## src/rtl/spi_byte_transceiver_if.sv

```systemverilog
`default_nettype none
// ============================================================================
// Module      : spi_byte_transceiver_if
// Description : Bundles the request/status and SPI bus signals of the
//               single-byte SPI master engine.
//               master modport : the engine itself (drives the SPI pins and
//                                the status outputs).
//               slave modport  : the client/slave side (issues requests,
//                                supplies miso, observes status).
// Signals     : send_request, din[7:0], cs_at_end, miso   (into the engine)
//               mosi, sclk, cs, dout[7:0], data_valid,
//               processing, bit_counter[3:0]             (out of the engine)
// Revision    : 1.0 - initial release
// ============================================================================
interface spi_byte_transceiver_if;
  logic       send_request;
  logic [7:0] din;
  logic       cs_at_end;
  logic       miso;
  logic       mosi;
  logic       sclk;
  logic       cs;
  logic [7:0] dout;
  logic       data_valid;
  logic       processing;
  logic [3:0] bit_counter;

  modport master (
    input  send_request, din, cs_at_end, miso,
    output mosi, sclk, cs, dout, data_valid, processing, bit_counter
  );

  modport slave (
    output send_request, din, cs_at_end, miso,
    input  mosi, sclk, cs, dout, data_valid, processing, bit_counter
  );
endinterface
`default_nettype wire

```

## src/rtl/spi_byte_transceiver.sv

```systemverilog
`default_nettype none
// ============================================================================
// Module      : spi_byte_transceiver
// Description : Single-byte full-duplex SPI master, mode 0 (CPOL=0, CPHA=0),
//               MSB first. Shifts din out on mosi while shifting miso into
//               dout, entirely in the clk domain.
// Parameters  : HALF_PERIOD - clk cycles per sclk phase (1..255)
// Ports       : clk   - system clock, rising edge
//               reset - synchronous active-high reset
//               bus   - spi_byte_transceiver_if.master
//                       (send_request/din/cs_at_end/miso in;
//                        mosi/sclk/cs/dout/data_valid/processing/
//                        bit_counter out, all registered)
// Revision    : 1.0 - initial release
// ============================================================================
module spi_byte_transceiver #(
  parameter int HALF_PERIOD = 1
) (
  input  logic                          clk,
  input  logic                          reset,
  spi_byte_transceiver_if.master        bus
);

  typedef enum logic [0:0] {
    ST_IDLE  = 1'b0,
    ST_SHIFT = 1'b1
  } state_t;

  localparam logic [7:0] c_phase_last = 8'(HALF_PERIOD - 1);

  state_t     r_state;
  logic [7:0] r_phase_cnt;
  logic [7:0] r_tx_shift;     // byte captured on acceptance
  logic [6:0] r_rx_shift;     // the seven most recently sampled bits
  logic       r_cs_at_end;

  logic       r_mosi;
  logic       r_sclk;
  logic       r_cs;
  logic [7:0] r_dout;
  logic       r_data_valid;
  logic       r_processing;
  logic [3:0] r_bit_counter;

  logic [7:0] w_rx_next;
  logic [2:0] w_next_idx;

  // Incoming byte including the bit being sampled this edge.
  assign w_rx_next  = {r_rx_shift, bus.miso};
  // Index of the bit about to start; its tx position is 7 - idx == ~idx.
  assign w_next_idx = r_bit_counter[2:0] + 3'd1;

  always_ff @(posedge clk) begin
    if (reset) begin
      r_state       <= ST_IDLE;
      r_phase_cnt   <= 8'd0;
      r_tx_shift    <= 8'd0;
      r_rx_shift    <= 7'd0;
      r_cs_at_end   <= 1'b0;
      r_mosi        <= 1'b0;
      r_sclk        <= 1'b0;
      r_cs          <= 1'b1;
      r_dout        <= 8'd0;
      r_data_valid  <= 1'b0;
      r_processing  <= 1'b0;
      r_bit_counter <= 4'd0;
    end else begin
      case (r_state)
        ST_IDLE: begin
          if (bus.send_request) begin
            r_state       <= ST_SHIFT;
            r_tx_shift    <= bus.din;
            r_cs_at_end   <= bus.cs_at_end;
            r_processing  <= 1'b1;
            r_cs          <= 1'b0;
            r_data_valid  <= 1'b0;
            r_bit_counter <= 4'd0;
            r_sclk        <= 1'b0;
            r_mosi        <= bus.din[7];
            r_phase_cnt   <= 8'd0;
          end
        end

        ST_SHIFT: begin
          if (r_phase_cnt != c_phase_last) begin
            r_phase_cnt <= r_phase_cnt + 8'd1;
          end else begin
            r_phase_cnt <= 8'd0;
            if (!r_sclk) begin
              r_sclk <= 1'b1;
            end else begin
              // Last edge of the high phase: sample, drop sclk, advance.
              r_sclk     <= 1'b0;
              r_rx_shift <= w_rx_next[6:0];
              if (r_bit_counter == 4'd7) begin
                r_state       <= ST_IDLE;
                r_processing  <= 1'b0;
                r_mosi        <= 1'b0;
                r_bit_counter <= 4'd8;
                r_dout        <= w_rx_next;
                r_data_valid  <= 1'b1;
                // A clear cs_at_end leaves cs low for a following byte.
                if (r_cs_at_end) begin
                  r_cs <= 1'b1;
                end
              end else begin
                r_bit_counter <= r_bit_counter + 4'd1;
                r_mosi        <= r_tx_shift[~w_next_idx];
              end
            end
          end
        end

        default: r_state <= ST_IDLE;
      endcase
    end
  end

  assign bus.mosi        = r_mosi;
  assign bus.sclk        = r_sclk;
  assign bus.cs          = r_cs;
  assign bus.dout        = r_dout;
  assign bus.data_valid  = r_data_valid;
  assign bus.processing  = r_processing;
  assign bus.bit_counter = r_bit_counter;

endmodule
`default_nettype wire

```

## src/flat_wrapper.sv

```systemverilog
// flat-port wrapper written by rule: the top's interface ports become plain ports
module spi_byte_transceiver_flat 
#(
  parameter int HALF_PERIOD = 1
)
  (clk, reset, bus_send_request, bus_din, bus_cs_at_end, bus_miso, bus_mosi, bus_sclk, bus_cs, bus_dout, bus_data_valid, bus_processing, bus_bit_counter);
  spi_byte_transceiver_if bus_i ();
  input  logic clk;
  input  logic reset;
  input wire logic [$bits(bus_i.send_request)-1:0] bus_send_request;
  input wire logic [$bits(bus_i.din)-1:0] bus_din;
  input wire logic [$bits(bus_i.cs_at_end)-1:0] bus_cs_at_end;
  input wire logic [$bits(bus_i.miso)-1:0] bus_miso;
  output wire logic [$bits(bus_i.mosi)-1:0] bus_mosi;
  output wire logic [$bits(bus_i.sclk)-1:0] bus_sclk;
  output wire logic [$bits(bus_i.cs)-1:0] bus_cs;
  output wire logic [$bits(bus_i.dout)-1:0] bus_dout;
  output wire logic [$bits(bus_i.data_valid)-1:0] bus_data_valid;
  output wire logic [$bits(bus_i.processing)-1:0] bus_processing;
  output wire logic [$bits(bus_i.bit_counter)-1:0] bus_bit_counter;
  assign bus_i.send_request = bus_send_request;
  assign bus_i.din = bus_din;
  assign bus_i.cs_at_end = bus_cs_at_end;
  assign bus_i.miso = bus_miso;
  assign bus_mosi = bus_i.mosi;
  assign bus_sclk = bus_i.sclk;
  assign bus_cs = bus_i.cs;
  assign bus_dout = bus_i.dout;
  assign bus_data_valid = bus_i.data_valid;
  assign bus_processing = bus_i.processing;
  assign bus_bit_counter = bus_i.bit_counter;
  spi_byte_transceiver #(.HALF_PERIOD(HALF_PERIOD)) u_core (.clk(clk), .reset(reset), .bus(bus_i));
endmodule
```

## config.mk

```make
export PLATFORM = sky130hd
export DESIGN_NAME = spi_byte_transceiver_flat
export DESIGN_NICKNAME = d
export VERILOG_FILES = /design/src/rtl/spi_byte_transceiver_if.sv /design/src/rtl/spi_byte_transceiver.sv /design/src/flat_wrapper.sv
export SDC_FILE = /design/constraint.sdc
export NUM_CORES = 1
export LEC_CHECK = 0
export BUFFER_PORTS_ARGS = -buffer_cell sky130_fd_sc_hd__buf_4
export CORE_MARGIN = 4
export CORE_UTILIZATION = 59
export CTS_CLUSTER_DIAMETER = 80
export CTS_CLUSTER_SIZE = 20
export DETAILED_ROUTE_END_ITERATION = 10
export GPL_TIMING_DRIVEN = 0
export HOLD_SLACK_MARGIN = 0.02
export PLACE_DENSITY = 0.83
export SLEW_MARGIN = 30
export SYNTH_ARGS = -nofsm -noshare
export SYNTH_HDL_FRONTEND = slang
export SYNTH_SLANG_ARGS = --single-unit
```

## constraint.sdc

```tcl
create_clock -name clk -period 3.15 [get_ports clk]
set_clock_uncertainty 0.2 [all_clocks]
set_input_delay 0.315 -clock clk [delete_from_list [all_inputs] [get_ports clk]]
set_output_delay 0.315 -clock clk [all_outputs]
set_load 0.01 [all_outputs]
```

==> flow_metrics.py <==
metrics = {
    "run_status": {
        "outcome": "complete, no violations",
    },
    "cts": {
        "cts_buffer_depth": 2,
        "cts_tree": "built",
        "root_buffer": "clkbuf_4",
        "worstSkewPairLatency_ps": 360,
        "clock-sinks": 42,
        "ctsResizeCount": 0,
        "h-tree-depth": 2,
        "cts.clk_slew.worst_paths_ps": 130,
        "cts_made_buffers": 5,
    },
    "min_path": {
        "holdPathStages": 3,
        "hold_end": "u_core.bus.sclk$_SDFFE_PP0P_",
        "hold_path.class": "input pin to register",
        "min_from": "bus_send_request",
    },
    "global_route": {
        "overflow": 0,
        "grtUsageTotal": 0.2249,
        "grt_max_degree": 15,
        "grt_pass1_wl_mm": 7.044,
        "grt_pass1_vias": 1552,
        "antenna_found_initial": 0,
    },
    "yosys": {
        "synth_fp_nets": 233,
        "syn_area_sq_um": 1799,
        "synthTopCellsByArea": "dfxtp_1, nand2_1, a21oi_1",
        "ys_seq_area_frac": 0.4673,
        "synth_top_area_share": 0.4673,
        "yosysUniqueCellTypes": 37,
        "synth_most_common_cell": "nand2_1",
        "yosysTopAreaCell": "dfxtp_1",
        "synth-edff-count": 0,
        "synth-seq-cells": 42,
        "yosysWarnings": 0,
        "synth_common_cells": "nand2_1, dfxtp_1, a21oi_1",
        "synthArstFlopShare": 0,
        "syn_inst": 217,
        "syn-mean-instance-area_sq_um": 8.291,
        "synth_ff_type": "dfxtp_1",
    },
    "run": {
        "drv_cap": 0,
    },
    "setup_path": {
        "crit_fanout": 10,
        "cp.arrival_ps": 2370,
        "r2r_end": "u_core.r_phase_cnt[2]$_SDFFE_PP0P_",
        "r2r-start": "u_core.r_phase_cnt[0]$_SDFFE_PP0P_",
        "r2r_slack_ps": 840,
        "rr_worst_depth": 7,
        "endpoint_kind": "register",
        "crit_path_start_kind": "register",
        "cp.required_ps": 3210,
        "crit_type": "register to register",
    },
    "pwr": {
        "power_per_cell_area_nw_per_um2": 408.7,
        "max-vdd-ir-drop_uv": 317.2,
        "p_clk_frac": 0.297,
        "combPwrFrac": 0.092,
        "switching_share": 0.2584,
        "switchingPower_w": 0.0002331,
        "intPower_w": 0.0006689,
        "p_leak_nw": 0.8159,
        "seqPwrFrac": 0.611,
    },
    "die": {
        "die_area_sq_um": 3997,
        "die_x_microns": 63.22,
        "fp.coreArea_sq_um": 2829,
        "ioPinCount": 30,
        "die_h_microns": 63.22,
        "rows": 19,
        "initial_utilization": 0.6360,
    },
    "routing": {
        "antenna_left": 0,
        "wire_per_inst_microns": 14.39,
        "drtIter0Drc": 99,
        "vias_per_cell": 5.701,
        "drc_errors": 0,
        "vias": 1676,
        "drt-pass1-iter-count": 4,
        "drt_wl_total_mm": 4.232,
    },
    "final_layout": {
        "diodes": 0,
        "nFillCells": 206,
        "areaGrowthSynthToFinish_pct": 22.67,
        "multi_input_area_sq_um": 889.6,
        "drive_gt1_frac": 0.1825,
        "nNetsFinal": 278,
        "layout.area.seq_sq_um": 840.8,
    },
    "place": {
        "pre_cts_ws_ps": 878.5,
        "port_buffers": 28,
        "gp_congestion": 0.8024,
        "hpwl_mm": 2.827,
    },
    "timing": {
        "tightest_slew_ps": 533.0,
        "period_share": 0.7346,
        "final_max_slew_viol_count": 0,
        "grt_setup_unrepaired": "no",
        "period_needed_ps": 2314,
        "fmax_mhz": 432.1,
        "relSlewSlack": 0.6447,
        "final_hold_viol_count": 0,
        "setup_viol": 0,
        "setup_tns_ps": 0,
        "setup_ws_ps": 835.9,
    },
}
-- layout make-up --
type                    count  share of cell area
plain buffers              15             0.02778
clock buffers               5             0.01701
clock inverters             3            0.009637
inverters                   2            0.003401
multi-input cells         158              0.4031
flip-flops and latches     42              0.3810
well taps                  31             0.01757
repair buffers             38              0.1406
-- routing by layer --
layer | part of all wire | wire [microns] | track usage
met1 | 0.45 | 1895 | 0.2802
met2 | 0.45 | 1917 | 0.3399
met3 | 0.071 | 300 | 0.07993
met4 | 0.028 | 119 | 0.1186
met5 | 0 | 0 | 0
-- kinds of logic (layout without fill, tap and decap cells) --
logic type | after synthesis | after routing | share of synthesized area
AO/OA/AOI/OAI | 56 | 56 | 0.1857
adder cells (fa/ha/maj) | 3 | 3 | 0.02086
multiplexers | 3 | 3 | 0.03060
buffers and inverters | 17 | 63 | 0.03825
AND/OR/NAND/NOR | 96 | 96 | 0.2573
flip-flops | 42 | 42 | 0.4673
-- how the worst max path moves through the flow --
stage / from / end / slack (ps)
finish: u_core.r_phase_cnt[0]$_SDFFE_PP0P_ / u_core.r_phase_cnt[2]$_SDFFE_PP0P_ / 840
floorplan: u_core.r_phase_cnt[0]$_SDFFE_PP0P_ / u_core.bus.dout[4]$_SDFFE_PP0P_ / 1040
global placement: u_core.r_phase_cnt[0]$_SDFFE_PP0P_ / u_core.r_phase_cnt[7]$_SDFFE_PP0P_ / 910
CTS: u_core.r_phase_cnt[0]$_SDFFE_PP0P_ / u_core.bus.dout[4]$_SDFFE_PP0P_ / 850
global route: u_core.r_phase_cnt[0]$_SDFFE_PP0P_ / u_core.r_phase_cnt[7]$_SDFFE_PP0P_ / 630
detailed placement: u_core.r_phase_cnt[0]$_SDFFE_PP0P_ / u_core.r_phase_cnt[7]$_SDFFE_PP0P_ / 880
-- registers in the layout, summed over array words and instances (netlist names) --
register and cells:
u_core.r_phase_cnt 8, u_core.r_tx_shift 8, u_core.r_rx_shift 7, u_core.r_cs_at_end 1, u_core.bus.sclk 1, u_core.bus.processing 1
u_core.bus.data_valid 1, u_core.bus.bit_counter 4, u_core.bus.dout 8, u_core.r_state 1, u_core.bus.mosi 1, u_core.bus.cs 1
-- through the flow --
step / power [W] / instances / hold slack [ps] / util / area (sq um)
after floorplan: 0.0006021 / 217 / 231.2 / - / 1799
after global placement: 0.0006323 / 276 / 238.9 / 0.7240 / 2048
after detailed placement: 0.0006338 / 276 / 244.9 / 0.7240 / 2048
after CTS: 0.0009075 / 294 / 41.48 / 0.7802 / 2207
after global routing: 0.0009503 / 294 / 55.20 / 0.7802 / 2207
final: 0.0009020 / 294 / 54.18 / 0.7802 / 2207
-- critical path, stage by stage, from the launching register on --
cell,delay (ps)
dfxtp_1,410
inv_1,60
ha_1,210
nor4b_1,150
a21boi_0,390
clkbuf_1,390
a21oi_1,130
a311oi_1,290
-- placed cells by master (no fill, tap or decap), types with 6 or more instances in the layout --
cell,instances
nand3_1,6
buf_4,28
a21oi_1,35
clkbuf_1,9
nand2_1,55
dfxtp_1,42
dlygate4sd3_1,10
a311oi_1,6
-- timing repair --
action | 4_1_cts | 5_1_grt
hold buffers | 10 | 0
setup endpoints to repair | 0 | 0
buffers inserted | 0 | 0
endpoints found under the hold margin | 11 | 0
-- power by group through the flow --
stage | Combinational [W] | Sequential (W) | Clock (W)
final | 0.0000827 | 0.000551 | 0.000268
after detailed placement | 0.0000709 | 0.000563 | 0
after global placement | 0.0000698 | 0.000563 | 0
after global routing | 0.0000911 | 0.000553 | 0.000306
after CTS | 0.0000806 | 0.000551 | 0.000276
after floorplan | 0.0000393 | 0.000563 | 0
(Power assumes the default switching activity.)
